[src/rtl/feeder_pkg.sv]
// Shared types and burst geometry for the convolution stream feeder.
package feeder_pkg;

    typedef enum logic [1:0] {IDLE, FILL, OFFER, STREAM} state_t;
    typedef enum logic [1:0] {KERNEL, PRELOAD, PIXEL} burst_t;

    localparam int KERNEL_LEN     = 12;
    localparam int PATCH_LEN      = 4;
    localparam int BUF_DEPTH      = 12;
    localparam int PTR_W          = 4;
    localparam int GROUP_SIZE     = 6;
    localparam int PRELOAD_BURSTS = 3;

    function automatic logic [PTR_W-1:0] burst_len(input burst_t kind);
        return (kind == KERNEL) ? PTR_W'(KERNEL_LEN) : PTR_W'(PATCH_LEN);
    endfunction

endpackage

[src/rtl/burst_buffer.sv]
// Holds one complete burst so it can be streamed without gaps once offered.
module burst_buffer
    import feeder_pkg::*;
#(
    parameter int DATA_WIDTH = 16
) (
    input  logic                  clk,
    input  logic                  rst_in,
    input  logic                  clr,
    input  logic                  wr_en,
    input  logic [DATA_WIDTH-1:0] wr_data,
    input  logic                  rd_en,
    output logic [DATA_WIDTH-1:0] rd_data,
    output logic [PTR_W-1:0]      rd_ptr
);

    logic [DATA_WIDTH-1:0] mem [BUF_DEPTH];
    logic [PTR_W-1:0]      wr_ptr;

    always_ff @(posedge clk) begin
        if (rst_in || clr) begin
            wr_ptr <= '0;
            rd_ptr <= '0;
        end else begin
            if (wr_en)
                wr_ptr <= (wr_ptr == PTR_W'(BUF_DEPTH - 1)) ? '0 : wr_ptr + PTR_W'(1);
            if (rd_en)
                rd_ptr <= (rd_ptr == PTR_W'(BUF_DEPTH - 1)) ? '0 : rd_ptr + PTR_W'(1);
        end
    end

    always_ff @(posedge clk) begin
        if (wr_en)
            mem[wr_ptr] <= wr_data;
    end

    assign rd_data = mem[rd_ptr];

endmodule

[src/rtl/conv_stream_feeder.sv]
// Streams kernel, preload and pixel bursts of a conv layer from linear memory.
module conv_stream_feeder
    import feeder_pkg::*;
#(
    parameter int DATA_WIDTH         = 16,
    parameter int ADDR_WIDTH         = 20,
    parameter int FEATURE_MAP_WIDTH  = 64,
    parameter int FEATURE_MAP_HEIGHT = 64,
    parameter int OUTPUT_NB_CHANNELS = 32
) (
    input  logic                  clk,
    input  logic                  rst_in,
    input  logic                  start,
    output logic                  running,
    output logic                  done,
    output logic                  mem_re,
    output logic [ADDR_WIDTH-1:0] mem_addr,
    input  logic [DATA_WIDTH-1:0] mem_rdata,
    output logic                  con_valid,
    input  logic                  con_ready,
    output logic [DATA_WIDTH-1:0] con_data,
    output logic                  con_last
);

    localparam int NB_GROUPS   = (OUTPUT_NB_CHANNELS + GROUP_SIZE - 1) / GROUP_SIZE;
    localparam int LAST_GROUP_K = (OUTPUT_NB_CHANNELS % GROUP_SIZE == 0) ? GROUP_SIZE
                                                                         : OUTPUT_NB_CHANNELS % GROUP_SIZE;
    localparam int X_W = (FEATURE_MAP_WIDTH  > 1) ? $clog2(FEATURE_MAP_WIDTH)  : 1;
    localparam int Y_W = (FEATURE_MAP_HEIGHT > 1) ? $clog2(FEATURE_MAP_HEIGHT) : 1;
    localparam int G_W = (NB_GROUPS          > 1) ? $clog2(NB_GROUPS)          : 1;

    state_t                state, state_nxt;
    burst_t                kind;
    logic [2:0]            kern_cnt, group_kernels;
    logic [1:0]            pre_cnt;
    logic [X_W-1:0]        x_cnt;
    logic [Y_W-1:0]        y_cnt;
    logic [G_W-1:0]        grp_cnt;
    logic [PTR_W-1:0]      fill_cnt, rd_ptr, cur_len;
    logic [ADDR_WIDTH-1:0] addr;
    logic [DATA_WIDTH-1:0] buf_rdata;
    logic                  vld_p1, done_q;
    logic                  buf_clr, rd_en, burst_end;
    logic                  x_last, y_last, g_last, final_burst;

    assign cur_len       = burst_len(kind);
    assign g_last        = (grp_cnt == G_W'(NB_GROUPS - 1));
    assign x_last        = (x_cnt == X_W'(FEATURE_MAP_WIDTH - 1));
    assign y_last        = (y_cnt == Y_W'(FEATURE_MAP_HEIGHT - 1));
    assign group_kernels = g_last ? 3'(LAST_GROUP_K) : 3'(GROUP_SIZE);
    assign final_burst   = (kind == PIXEL) && x_last && y_last && g_last;

    always_ff @(posedge clk) begin
        if (rst_in)
            state <= IDLE;
        else
            state <= state_nxt;
    end

    always_comb begin
        state_nxt = state;
        mem_re    = 1'b0;
        con_valid = 1'b0;
        con_last  = 1'b0;
        rd_en     = 1'b0;
        buf_clr   = 1'b0;
        burst_end = 1'b0;
        case (state)
            IDLE: begin
                if (start) begin
                    state_nxt = FILL;
                    buf_clr   = 1'b1;
                end
            end
            FILL: begin
                mem_re = (fill_cnt < cur_len);
                if (fill_cnt == cur_len)
                    state_nxt = OFFER;
            end
            OFFER: begin
                con_valid = 1'b1;
                if (con_ready) begin
                    rd_en     = 1'b1;
                    state_nxt = STREAM;
                end
            end
            STREAM: begin
                con_valid = 1'b1;
                rd_en     = 1'b1;
                if (rd_ptr == cur_len - PTR_W'(1)) begin
                    con_last  = 1'b1;
                    burst_end = 1'b1;
                    buf_clr   = 1'b1;
                    state_nxt = final_burst ? IDLE : FILL;
                end
            end
            default: state_nxt = IDLE;
        endcase
    end

    // Stage p1: memory data returns one cycle after mem_re and is written here
    always_ff @(posedge clk) begin
        if (rst_in) begin
            vld_p1   <= 1'b0;
            done_q   <= 1'b0;
            fill_cnt <= '0;
            addr     <= '0;
            kind     <= KERNEL;
            kern_cnt <= '0;
            pre_cnt  <= '0;
            x_cnt    <= '0;
            y_cnt    <= '0;
            grp_cnt  <= '0;
        end else begin
            vld_p1   <= mem_re;
            done_q   <= burst_end && final_burst;
            fill_cnt <= (state == FILL) ? fill_cnt + PTR_W'(1) : '0;
            if (state == IDLE && start) begin
                addr     <= '0;
                kind     <= KERNEL;
                kern_cnt <= '0;
                pre_cnt  <= '0;
                x_cnt    <= '0;
                y_cnt    <= '0;
                grp_cnt  <= '0;
            end else begin
                if (mem_re)
                    addr <= addr + ADDR_WIDTH'(1);
                if (burst_end) begin
                    case (kind)
                        KERNEL: begin
                            if (kern_cnt == group_kernels - 3'd1) begin
                                kern_cnt <= '0;
                                kind     <= PRELOAD;
                            end else begin
                                kern_cnt <= kern_cnt + 3'd1;
                            end
                        end
                        PRELOAD: begin
                            if (pre_cnt == 2'(PRELOAD_BURSTS - 1)) begin
                                pre_cnt <= '0;
                                kind    <= PIXEL;
                            end else begin
                                pre_cnt <= pre_cnt + 2'd1;
                            end
                        end
                        default: begin
                            if (!x_last) begin
                                x_cnt <= x_cnt + X_W'(1);
                            end else begin
                                x_cnt <= '0;
                                if (!y_last) begin
                                    y_cnt <= y_cnt + Y_W'(1);
                                    kind  <= PRELOAD;
                                end else begin
                                    y_cnt   <= '0;
                                    kind    <= KERNEL;
                                    grp_cnt <= g_last ? '0 : grp_cnt + G_W'(1);
                                end
                            end
                        end
                    endcase
                end
            end
        end
    end

    burst_buffer #(
        .DATA_WIDTH (DATA_WIDTH)
    ) u_buf (
        .clk     (clk),
        .rst_in  (rst_in),
        .clr     (buf_clr),
        .wr_en   (vld_p1),
        .wr_data (mem_rdata),
        .rd_en   (rd_en),
        .rd_data (buf_rdata),
        .rd_ptr  (rd_ptr)
    );

    assign running  = (state != IDLE);
    assign done     = done_q;
    assign mem_addr = addr;
    assign con_data = con_valid ? buf_rdata : '0;

endmodule

[config.mk]
export PLATFORM = sky130hd
export DESIGN_NAME = conv_stream_feeder
export DESIGN_NICKNAME = d
export VERILOG_FILES = /design/src/rtl/feeder_pkg.sv /design/src/rtl/burst_buffer.sv /design/src/rtl/conv_stream_feeder.sv
export SDC_FILE = /design/constraint.sdc
export NUM_CORES = 1
export LEC_CHECK = 0
export CELL_PAD_IN_SITES_DETAIL_PLACEMENT = 0
export CELL_PAD_IN_SITES_GLOBAL_PLACEMENT = 1
export CORE_ASPECT_RATIO = 1.25
export CORE_MARGIN = 1
export CORE_UTILIZATION = 50
export CTS_CLUSTER_DIAMETER = 50
export DETAILED_ROUTE_END_ITERATION = 10
export DONT_BUFFER_PORTS = 1
export PLACE_DENSITY_LB_ADDON = 0.1
export SETUP_SLACK_MARGIN = 0.15
export SLEW_MARGIN = 20
export SYNTH_ARGS = -nofsm -noshare
export SYNTH_HDL_FRONTEND = slang
export SYNTH_SLANG_ARGS = --single-unit
[constraint.sdc]
create_clock -name clk -period 2.3 [get_ports clk]
set_input_delay 0.46 -clock clk [delete_from_list [all_inputs] [get_ports clk]]
set_output_delay 0.46 -clock clk [all_outputs]
set_load 0.02 [all_outputs]
==> summary.txt <==
Status -> finished with violations
Violations in the final reports -> setup timing
ANT cells -> 0
Slew @ Worst Pin -> 0.6111 ns
Highest fanout seen on the critical path -> 5
Setup Crit Path Kind -> reg -> out
Hold Crit Class -> in -> reg
FMAX -> 391.6 MHz
Max-cap violations -> 0
CTS H-tree lvls -> 1
Die width -> 130.0 um
Top Family by Delay on Critical Path -> multiplexers
Avg WL per Cell -> 20.12 um
Internal -> 8.451 mW
Initial antenna violation count -> 0
Clock network power share -> 38.5%
Crit path time final -> 2.554 ns
Wire length on met3 -> 1.122 mm
Syn. warnings -> 0
Total Wirelength -> 20.02 mm
Largest net degree at the start of global routing -> 37
Worst path required time -> 1.84 ns
I/O pins -> 61
CP cell instances -> buf_4, mux4_2, mux2i_4, a21oi_1, buf_4
Cells after synthesis -> 648
Max Clock Skew -> 0.007494 ns
RSZ-0062 raised after global routing -> true
Clk Latency, worst-skew pair -> 0.51 ns
Worst vdd ir -> 639.4 uV
DRT iter0 DRCs -> 355
P_leak -> 3.907 nW
Final Hold Vio Count -> 0
Syn-to-layout area delta -> 17.57%
Most common cell after layout, fill and taps aside -> edfxtp_1
Die area -> 0.02107 mm2
Placed Area -> 0.01097 mm2
Post-synth EDFFs -> 192
Commonest non-fill, non-tap cells in the layout -> 192 x edfxtp_1, 57 x dfxtp_1, 56 x nor2_1
GRT Total Usage -> 19.99%
Final Setup Violations -> 16
Highest routed layer -> met4
Netlist Area Pre-Place -> 0.01025 mm2
Pre-CTS setup slack -> 0.2114 ns
Worst EP arrival -> 2.09 ns
Worst hold slack -> 0.01945 ns
Sw Ratio -> 23.80%
Synth Flop Type -> edfxtp_1
Clk root buf -> clkbuf_16
P per Cell Area -> 920.6 mW/mm2
Synthesized area per cell -> 15.81 um2
IO buf count -> 0
DRC errors left -> 0
Vias per Instance -> 5.555
Num CTS Buffers -> 26
Layout Nets -> 741
Slowest stage delay, CP -> 0.53 ns
Share of layout cells above drive strength 1 -> 24.41%
Post-synthesis net count -> 684
Distinct cells, synth -> 48
Max-slew violation count -> 0
Congestion Overflow GR -> 0
Clk buf depth -> 3
Row cnt -> 58
CTS tree -> done
First-pass GRT wire length -> 31.59 mm
Detailed Place HPWL -> 12.01 mm
Number of global-route vias before repair -> 5,753
Worst rel slew slack -> 59.26%
Flop pwr share -> 46.3%
Final ANT Viol Nets -> 0
Sequential share of the synthesized area -> 68.38%
CP Launch Type -> register
Final worst slack -> -0.2539 ns
Met1 WL -> 7.943 mm
#FFs+latches synth -> 254
Die Span Y -> 162.1 um
Floorplan core area -> 0.02010 mm2
Setup crit end kind -> output port
Clock sinks -> 254
Fin area -> 0.01205 mm2
Clock transition at path regs -> 0.06 ns
Final period util -> 111.0%
Most used cell, CP -> buf_4
Ys async rst share -> 0%
Routed vias -> 5,527
Slowest CP cell -> mux4_2
Drt pass-1 iters -> 4
Switch Pwr -> 2.640 mW
CP bufs+invs -> 2
Wire length on met2 -> 10.67 mm
Combinational power share -> 15.2%
Starting density of the core -> 50.98%
Routability cong. -> 0.7244
[power groups by stage]
stage	Sequential [mW]	Combinational (mW)	Clock, mW
2_1_floorplan	5.19	1.15	0
3_3_place_gp	5.22	1.56	0
3_5_place_dp	5.23	1.59	0
4_1_cts	5.13	1.68	4.37
5_1_grt	5.14	1.83	4.55
6_report	5.14	1.68	4.27
[area by class of cell]
class                   count  area (um2)
flip-flops and latches    254        7018
well taps                 270       337.8
inverters                  13       48.80
multi-input cells         355        3159
clock inverters            15       186.4
clock buffers              33       698.2
fillers                  1576        8054
repair buffers             55       599.3
[metrics by stage]
stage | utilization [%] | setup TNS (ns) | cells | power (mW)
floorplan | - | 0 | 648 | 6.335
global placement | 54.57 | 0 | 936 | 6.779
detailed placement | 54.57 | 0 | 936 | 6.816
CTS | 59.63 | -4.296 | 992 | 11.19
global route | 59.93 | -5.115 | 995 | 11.53
finish | 59.93 | -3.505 | 995 | 11.09
[per-layer routing]
metal,vias to the layer above,track usage (%)
met3,25,3.623
met5,-,0
met2,118,36.07
met4,0,4.651
li1,2590,-
met1,2794,24.64
[cells in the mapped netlist (all sizes together) (3+ instances only)]
master,count,share of area [%]
o21ai,24,1.2
nor3,13,0.63
xnor2,9,0.77
nand4,9,0.70
and3,8,0.49
clkbuf,10,0.37
nand3,20,0.98
nand2,24,0.88
edfxtp,192,56
mux4,48,11
and2,11,0.67
mux2i,23,2.2
a211oi,4,0.39
or3,3,0.18
dfxtp,62,12
inv,13,0.48
buf,16,0.94
nand2b,3,0.18
nor2,57,2.1
ha,16,2.0
nor4,3,0.24
xor2,23,2.0
a21oi,31,1.5
nor2b,8,0.56
[logic make-up (layout without fill, tap and decap cells)]
family,Yosys count,in the layout,synth area share [%]
simple gates,168,168,8.340
flops,254,254,68.38
compound gates,66,66,3.797
mux,73,73,13.02
buf+inv,39,116,1.783
xor+xnor,32,32,2.735
fa+ha+maj,16,16,1.954
[state kept, by name, summed over array words and instances, names as in the netlist, 3 cells and up, named ones only]
name,flops
u_buf.mem,192
mem_addr,20
x_cnt,6
y_cnt,6
fill_cnt,4
u_buf.rd_ptr,4
u_buf.wr_ptr,4
grp_cnt,3
kern_cnt,3
[path summary, 6_finish.rpt]
kind / from / endpoint / slack [ns] / depth (start not counted)
min: rst_in / done / 0.02 / 1
max reg2reg: state[0] / state[0] / 0.35 / 7
min reg2reg: fill_cnt[0] / fill_cnt[0] / 0.46 / 1
max: register / con_data[2] / -0.25 / 5
[timing repair]
item | CTS | global route
cloned | 1 | 0
endpoints found under the setup margin | 18 | 19
buffers inserted | 6 | 2
endpoints found under the hold margin | 2 | 1
pin swaps | 2 | 1
hold buffers | 1 | 1
resized for setup | 12 | 13
[worst register-to-register path: cells and delay by family (launching register included)]
kind,cells,cell delay (ns)
DFF,1,0.40
AOI/OAI and AO/OA,3,0.81
adders and majority gates,1,0.24
and+or+nand+nor,1,0.09
buffers and inverters,2,0.30
(Power assumes the default switching activity.)
